## config.mk

```make
export PLATFORM = sky130hd
export DESIGN_NAME = uart_tx_buffered
export DESIGN_NICKNAME = d
export VERILOG_FILES = /design/src/rtl/uart_tx_buffered.sv
export SDC_FILE = /design/constraint.sdc
export NUM_CORES = 1
export LEC_CHECK = 0
export ABC_CLOCK_PERIOD_IN_PS = 6000
export CAP_MARGIN = 20
export CORE_UTILIZATION = 65
export DETAILED_ROUTE_END_ITERATION = 10
export GPL_TIMING_DRIVEN = 1
export PLACE_DENSITY = 0.83
export SLEW_MARGIN = 20
export SYNTH_ARGS = -nofsm -noshare
export SYNTH_HDL_FRONTEND = slang
export SYNTH_SLANG_ARGS = --single-unit
```

## constraint.sdc

```tcl
create_clock -name clk -period 6 [get_ports clk]
set_input_delay 1.2 -clock clk [delete_from_list [all_inputs] [get_ports clk]]
set_output_delay 1.2 -clock clk [all_outputs]
set_load 0.03 [all_outputs]
```

## src/rtl/uart_tx_buffered.sv

```systemverilog
// uart_tx_buffered: FIFO-buffered UART transmitter, LSB first, idle-high line.
// Define UART_TX_PARITY_EN to append an even parity bit after the data bits.
module uart_tx_buffered #(
  parameter int CLK_FREQ   = 25000000,
  parameter int BAUD_RATE  = 115200,
  parameter int DATA_BITS  = 8,
  parameter int STOP_BITS  = 1,
  parameter int FIFO_DEPTH = 16
) (
  input  logic                               clk,
  input  logic                               reset,
  input  logic                               s_valid,
  input  logic [DATA_BITS-1:0]               s_data,
  output logic                               s_ready,
  output logic                               tx,
  output logic                               tx_busy,
  output logic [$clog2(FIFO_DEPTH+1)-1:0]    fifo_count
);
  localparam int CPB = CLK_FREQ / BAUD_RATE;
  localparam int CW  = $clog2(FIFO_DEPTH + 1);
  localparam int PW  = $clog2(FIFO_DEPTH);
  localparam int BW  = $clog2(STOP_BITS * CPB + 1);
  localparam int NW  = $clog2(DATA_BITS);
`ifdef UART_TX_PARITY_EN
  typedef enum logic [2:0] {IDLE, START, DATA, PARITY, STOP} state_t;
  logic par_q, par_d;
`else
  typedef enum logic [2:0] {IDLE, START, DATA, STOP} state_t;
`endif
  state_t state_q, state_d;
  logic [DATA_BITS-1:0] mem_q [FIFO_DEPTH];
  logic [PW-1:0] wr_ptr_q, wr_ptr_d, rd_ptr_q, rd_ptr_d;
  logic [CW-1:0] count_q, count_d;
  logic [BW-1:0] baud_q, baud_d;
  logic [NW-1:0] bit_q, bit_d;
  logic [DATA_BITS-1:0] shift_q, shift_d;
  logic tx_q, tx_d, busy_q, busy_d;
  logic push, pop, last;
  assign s_ready    = count_q != CW'(FIFO_DEPTH);
  assign push       = s_valid && s_ready;
  assign tx         = tx_q;
  assign tx_busy    = busy_q;
  assign fifo_count = count_q;
  assign last       = baud_q == BW'(CPB - 1);
  always_comb begin
    state_d = state_q;
    baud_d  = baud_q + 1'b1;
    bit_d   = bit_q;
    shift_d = shift_q;
    tx_d    = tx_q;
    busy_d  = busy_q;
    pop     = 1'b0;
`ifdef UART_TX_PARITY_EN
    par_d   = par_q;
`endif
    case (state_q)
      IDLE: begin
        baud_d = '0;
        pop    = count_q != '0;
      end
      START: if (last) begin
        state_d = DATA;
        baud_d  = '0;
        bit_d   = '0;
        tx_d    = shift_q[0];
      end
      DATA: if (last) begin
        baud_d = '0;
        if (bit_q == NW'(DATA_BITS - 1)) begin
`ifdef UART_TX_PARITY_EN
          state_d = PARITY;
          tx_d    = par_q;
`else
          state_d = STOP;
          tx_d    = 1'b1;
`endif
        end else begin
          bit_d   = bit_q + 1'b1;
          shift_d = shift_q >> 1;
          tx_d    = shift_q[1];
        end
      end
`ifdef UART_TX_PARITY_EN
      PARITY: if (last) begin
        state_d = STOP;
        baud_d  = '0;
        tx_d    = 1'b1;
      end
`endif
      STOP: if (baud_q == BW'(STOP_BITS * CPB - 1)) begin
        baud_d  = '0;
        pop     = count_q != '0;
        state_d = IDLE;
        busy_d  = 1'b0;
      end
      default: state_d = IDLE;
    endcase
    // Popping always launches a start bit, from IDLE or straight out of the last stop cycle.
    if (pop) begin
      state_d = START;
      baud_d  = '0;
      shift_d = mem_q[rd_ptr_q];
      tx_d    = 1'b0;
      busy_d  = 1'b1;
`ifdef UART_TX_PARITY_EN
      par_d   = ^mem_q[rd_ptr_q];
`endif
    end
    wr_ptr_d = wr_ptr_q + PW'(push);
    rd_ptr_d = rd_ptr_q + PW'(pop);
    count_d  = count_q + CW'(push) - CW'(pop);
  end
  always_ff @(posedge clk) begin
    if (push) mem_q[wr_ptr_q] <= s_data;
    if (reset) begin
      state_q  <= IDLE;
      wr_ptr_q <= '0;
      rd_ptr_q <= '0;
      count_q  <= '0;
      baud_q   <= '0;
      bit_q    <= '0;
      shift_q  <= '0;
      tx_q     <= 1'b1;
      busy_q   <= 1'b0;
`ifdef UART_TX_PARITY_EN
      par_q    <= 1'b0;
`endif
    end else begin
      state_q  <= state_d;
      wr_ptr_q <= wr_ptr_d;
      rd_ptr_q <= rd_ptr_d;
      count_q  <= count_d;
      baud_q   <= baud_d;
      bit_q    <= bit_d;
      shift_q  <= shift_d;
      tx_q     <= tx_d;
      busy_q   <= busy_d;
`ifdef UART_TX_PARITY_EN
      par_q    <= par_d;
`endif
    end
  end
endmodule

```

==> summary.txt, run 1 <==
Root Buffer - clkbuf_8
leakage power - 2.55 nW
Hold Path Class - register to register
first-pass GRT wire length - 20200 µm
Crit Path Category - register to register
nets - 468
violation count after the first detailed-routing iteration - 420
Synth Area in Compound Gates - 0.0599
slew margin rel. - 0.394
DR DRC count - 0
layout cell share with drive strength beyond 1 - 0.137
total wire length - 13200 µm
GRT Overall Usage - 0.258
postcts setup bufs - 0
diode count - 0
TritonCTS clock tree - built
clock-pin slew on the worst setup and hold paths - 60 ps
YS warnings - 0
Slew Viols, Final - 0
Hold WS - 480 ps
power density cells - 411 nW/µm²
Synth Area in Adders - 0.0354
R2R setup slack - 2690 ps
Synth top area share - 0.555
register bit total from synthesis - 164
width of the chip - 105 µm
initial antenna violation count - 0
Post-Place Cell Area - 7100 µm²
Initial Util - 0.671
Overflow after GRT - 0
Hold Vio Cnt, Final - 0
Via density - 6.37
count leader, synth - edfxtp_1
GPL Wtd Cong - 0.831
Post-Syn Area - 6930 µm²
Int Power - 2.28 mW
DIE HEIGHT - 105 µm
TNS Setup - 0 ps
share of total power in sequential cells - 0.441
Combinational Power Share - 0.223
xor-xnor portion of the synthesized cell area - 0.0164
switching share of power - 0.279
drt wl/cell - 22.4 µm
Layout area overhead - 10.9%
final setup vio count - 0
arrival time at the worst endpoint - 3780 ps
num rows - 37
cts bufs inserted - 17
DR pass1 iterations - 5
Post-synth EDFFs - 128
CP Max Fanout - 15
CTS Buffer Depth - 2
Synth Flop Type - edfxtp_1
H-Tree Depth - 4
# Max-Cap Violations - 0
RSZ-0062 raised after global routing - no
cells after synthesis - 421
post-synthesis sequential area ratio - 0.659
# hold bufs at CTS - 0
Area contributors post-synth - edfxtp_1 (55%), dfxtp_1 (10%), mux4_2 (6.2%)
num ports - 19
Max Clock Skew - 4.52 ps
min cycle time layout - 3310 ps
Sw Pwr - 0.880 mW
Buffers on Ports - 18
Synth Net Count - 451
Post-Place Cells - 555
Core Box Area - 10300 µm²
simple logic cell fraction of the synthesized area - 0.0760
Highest Clock Rate - 302 MHz
FFs w/ async S/R, synth - 0
maximum vdd drop - 0.000363 V
final instance area - 7690 µm²
CP Launch Type - register
multiplexer area fraction after synthesis - 0.115
Clock power frac - 0.336
clock latency at the later pin of the worst-skew pair - 540 ps
Crit path required time - 6470 ps
Finished Layout Cells - 587
clk sink count - 164
area leader, netlist - edfxtp_1
vias post-DR - 3740
most frequent cells after synthesis - edfxtp_1 (128), dfxtp_1 (36), nor2_1 (32)
die area - 11100 µm²
vias in the first global route - 3675
library cells used by synthesis - 54
critical path endpoint category - register
status - complete, no violations
number of gates resized after cts - 0
largest net degree at the start of global routing - 34
Worst Tran Pin Value - 906 ps
HPWL after DPL - 8100 µm
Syn Area/Cell - 16.5 µm²
main combinational cell family by area after synthesis - multiplexers
Detail Route Antenna Nets - 0
fin crit share - 0.552
==> cell type report <==
class | instances | area, µm²
clock buffers | 17 | 414
clock inverters | 15 | 164
fillers | 597 | 2640
inverters | 15 | 56.3
multi-input cells | 218 | 2110
flip-flops and latches | 164 | 4570
well taps | 136 | 170
repair buffers | 22 | 208
==> layout by cell type, fill, tap and decap left out, drive strengths merged, types with 4 or more instances in the layout <==
master         netlist  routed
edfxtp             128     128
dfxtp               36      36
nor2                33      33
mux4                33      33
ha                  18      18
clkdlybuf4s50        0      18
clkbuf              14      17
inv                 14      15
a22oi               14      14
a21oi               12      12
nand2               10      10
clkinv               1       9
nor2b                8       8
a221oi               8       8
o21ai                8       8
nand3                7       7
xor2                 7       7
and4                 7       7
xnor2                6       6
a311oi               6       6
nor3                 5       5
buf                 10       4
==> stage by stage <==
stage	power, mW	setup WS, ps	util
3_3_place_gp	2.10	2540	0.686
4_1_cts	3.18	2720	0.743
2_1_floorplan	1.99	2980	-
3_5_place_dp	2.12	2470	0.687
5_1_grt	3.30	2450	0.745
6_report	3.16	2690	0.745
==> flip-flops by register name (all words and copies together), names as in the netlist, 2 cells and up <==
register	cells
fifo_count	5
shift_q	8
state_q	2
mem_q	128
wr_ptr_q	4
bit_q	3
baud_q	8
rd_ptr_q	4
==> cell families after synthesis <==
logic type / count (synthesis)
buffers and inverters: 39
muxes: 33
AOI/OAI and AO/OA: 58
and+or+nand+nor: 95
adders and majority gates: 19
DFF: 164
xor gates and xnor gates: 13
==> worst max-delay path, stage by stage, from the launching register on <==
cell and delay [ps]:
dfxtp_1 340, inv_1 70, ha_1 150, and3b_1 460
a31o_1 430, nand2_4 80, inv_2 210, ha_1 170
inv_1 40, ha_1 200, fa_1 400, a21oi_1 140
nor2_1 60, or3_1 340, a21oi_1 140
==> final timing paths <==
path / from / end / cells past startpoint
setup / recovery: baud_q[0] / fifo_count[4] / 14
hold / removal: tx_busy / tx_busy / 2
setup reg to reg: baud_q[0] / fifo_count[4] / 14
hold reg to reg: tx_busy / tx_busy / 2
==> power by group through the flow <==
stage / clock, mW / sequential [mW] / combinational (mW)
final: 1.06 / 1.40 / 0.705
after detailed placement: 0 / 1.42 / 0.700
after floorplan: 0 / 1.40 / 0.583
after global routing: 1.12 / 1.41 / 0.771
after global placement: 0 / 1.42 / 0.681
after CTS: 1.07 / 1.40 / 0.708
==> routing by layer <==
metal  track usage  up-vias  part of all wire
met5             0        -                 0
met4         0.116        0             0.015
met3        0.0569       18             0.060
met2         0.427      144              0.52
met1         0.331     1875              0.40
li1              -     1703                 -
(Power assumes the default switching activity.)
==> run 2, diff against run 1 <==
--- a/config.mk
+++ b/config.mk
@@ -5,12 +5,12 @@
 export SDC_FILE = /design/constraint.sdc
 export NUM_CORES = 1
 export LEC_CHECK = 0
-export ABC_CLOCK_PERIOD_IN_PS = 6000
+export ABC_CLOCK_PERIOD_IN_PS = 3000
 export CAP_MARGIN = 20
-export CORE_UTILIZATION = 65
+export CORE_UTILIZATION = 55
 export DETAILED_ROUTE_END_ITERATION = 10
 export GPL_TIMING_DRIVEN = 1
-export PLACE_DENSITY = 0.83
+export PLACE_DENSITY = 0.75
 export SLEW_MARGIN = 20
 export SYNTH_ARGS = -nofsm -noshare
 export SYNTH_HDL_FRONTEND = slang
==> constraint.sdc (replaced) <==
create_clock -name clk -period 3 [get_ports clk]
set_input_delay 0.6 -clock clk [delete_from_list [all_inputs] [get_ports clk]]
set_output_delay 0.6 -clock clk [all_outputs]
set_load 0.03 [all_outputs]
==> summary.txt, run 2 (synthesis gave the netlist of run 1 again) <==
drt wl/cell - 20.5 µm
CP Launch Type - register
slowest cell on the critical path - dfxtp_4
Core Box Area - 12200 µm²
Crit Path Category - register to register
WL met1 - 5600 µm
TritonCTS clock tree - built
HPWL after DPL - 8380 µm
Highest Clock Rate - 356 MHz
slew margin rel. - 0.551
clock-pin slew on the worst setup and hold paths - 60 ps
commonest cells after routing, fill and taps aside - edfxtp_1 (128), dfxtp_1 (33), nor2_1 (32), buf_4 (24), mux4_2 (19)
cts bufs inserted - 17
vias in the first global route - 3797
die area - 13100 µm²
# Max-Cap Violations - 0
clock latency at the later pin of the worst-skew pair - 420 ps
DIE HEIGHT - 114 µm
arrival time at the worst endpoint - 3170 ps
Hold Path Class - register to register
Detail Route Antenna Nets - 0
largest net degree at the start of global routing - 32
Hold Path Stages - 1
GRT Overall Usage - 0.223
Layout area overhead - 13.8%
TNS Setup - 0 ps
Overflow after GRT - 0
width of the chip - 114 µm
CP peak stage delay - 360 ps
H-Tree Depth - 4
power density cells - 805 nW/µm²
Filler Cell Count - 843
RSZ-0062 raised after global routing - no
violation count after the first detailed-routing iteration - 373
most common cell after layout, fill and taps aside - edfxtp_1
Most flops, register - mem_q
num ports - 19
top sig layer - met4
initial antenna violation count - 0
diode count - 0
max reg flops - 128
postcts setup bufs - 0
fin crit share - 0.937
# hold bufs at CTS - 0
final setup vio count - 0
Hold Vio Cnt, Final - 0
leakage power - 2.66 nW
maximum vdd drop - 0.000614 V
Initial Util - 0.570
R2R cell count - 14
Worst Tran Pin Value - 672 ps
Cell Chain, Critical Path - inv_1, ha_1, and3b_1, a31o_1, nand2_4, inv_2, ha_1, inv_1, ha_1, fa_2, a21oi_1, nor2_1, or3_1, a21oi_1
first-pass GRT wire length - 20800 µm
CTS Buffer Depth - 2
DR pass1 iterations - 5
Buffers on Ports - 18
DR DRC count - 0
Routed met3 length - 676 µm
min cycle time layout - 2810 ps
Max Clock Skew - 10.0 ps
CP Max Fanout - 5
layout cell share with drive strength beyond 1 - 0.184
most used cell, CP - ha_1
critical path endpoint category - register
largest registers - mem_q x128, baud_q x8, shift_q x8
Root Buffer - clkbuf_16
GPL Wtd Cong - 0.824
total wire length - 13100 µm
Hold WS - 443 ps
metal2 WL - 6680 µm
Slew Viols, Final - 0
num rows - 40
nets - 489
clk sink count - 164
status - complete, no violations
Crit path required time - 3360 ps
Via density - 5.94
vias post-DR - 3801
-- run 2: area by class of cell --
cell class                      count  area (µm²)  area share
Clock inverter                     13         125      0.0159
Sequential cell                   164        4570       0.580
Inverter                           15        56.3     0.00714
Multi-Input combinational cell    218        2110       0.268
Timing Repair Buffer               43         380      0.0482
Clock buffer                       19         433      0.0549
Tap cell                          168         210      0.0267
-- run 2: through the flow --
| step | power [mW] | instance area, µm² | setup slack (ps) | instances | utilization |
|---|---|---|---|---|---|
| floorplan | 3.98 | 6930 | 26.7 | 421 | - |
| global placement | 4.27 | 7310 | 222 | 608 | 0.601 |
| detailed placement | 4.33 | 7310 | 127 | 608 | 0.601 |
| CTS | 6.36 | 7870 | 98.0 | 640 | 0.647 |
| global route | 6.63 | 7890 | 19.3 | 640 | 0.648 |
| finish | 6.35 | 7890 | 189 | 640 | 0.648 |
-- run 2: critical path: cells and delay by family, from the launching register on --
kind            cells  cell delay, ps
fa+ha+maj           4            1030
simple gates        4             680
buf+inv             3             120
flops               1             360
compound gates      3             540
-- run 2: per-layer routing --
layer	global-route usage	up-vias
li1	-	1737
met1	0.295	1922
met3	0.0635	16
met2	0.362	126
met5	0	-
met4	0.0693	0
-- run 2: worst paths after layout --
path / from / end / slack, ps
worst max register to register: baud_q[0] / fifo_count[4] / 190
worst min register to register: baud_q[0] / baud_q[0] / 440
worst max-delay path: baud_q[0] / fifo_count[4] / 190
worst min-delay path: baud_q[0] / baud_q[0] / 440
-- run 2: timing repair --
action,in CTS,in global routing
hold endpoints to repair,0,0
setup endpoints to repair,0,1
gates resized for setup,0,5
-- run 2: where the power goes --
group	switching [mW]	leakage, nW	internal [mW]
clock	0.881	0.274	1.16
combinational	0.811	0.935	0.761
sequential	0.127	1.45	2.62
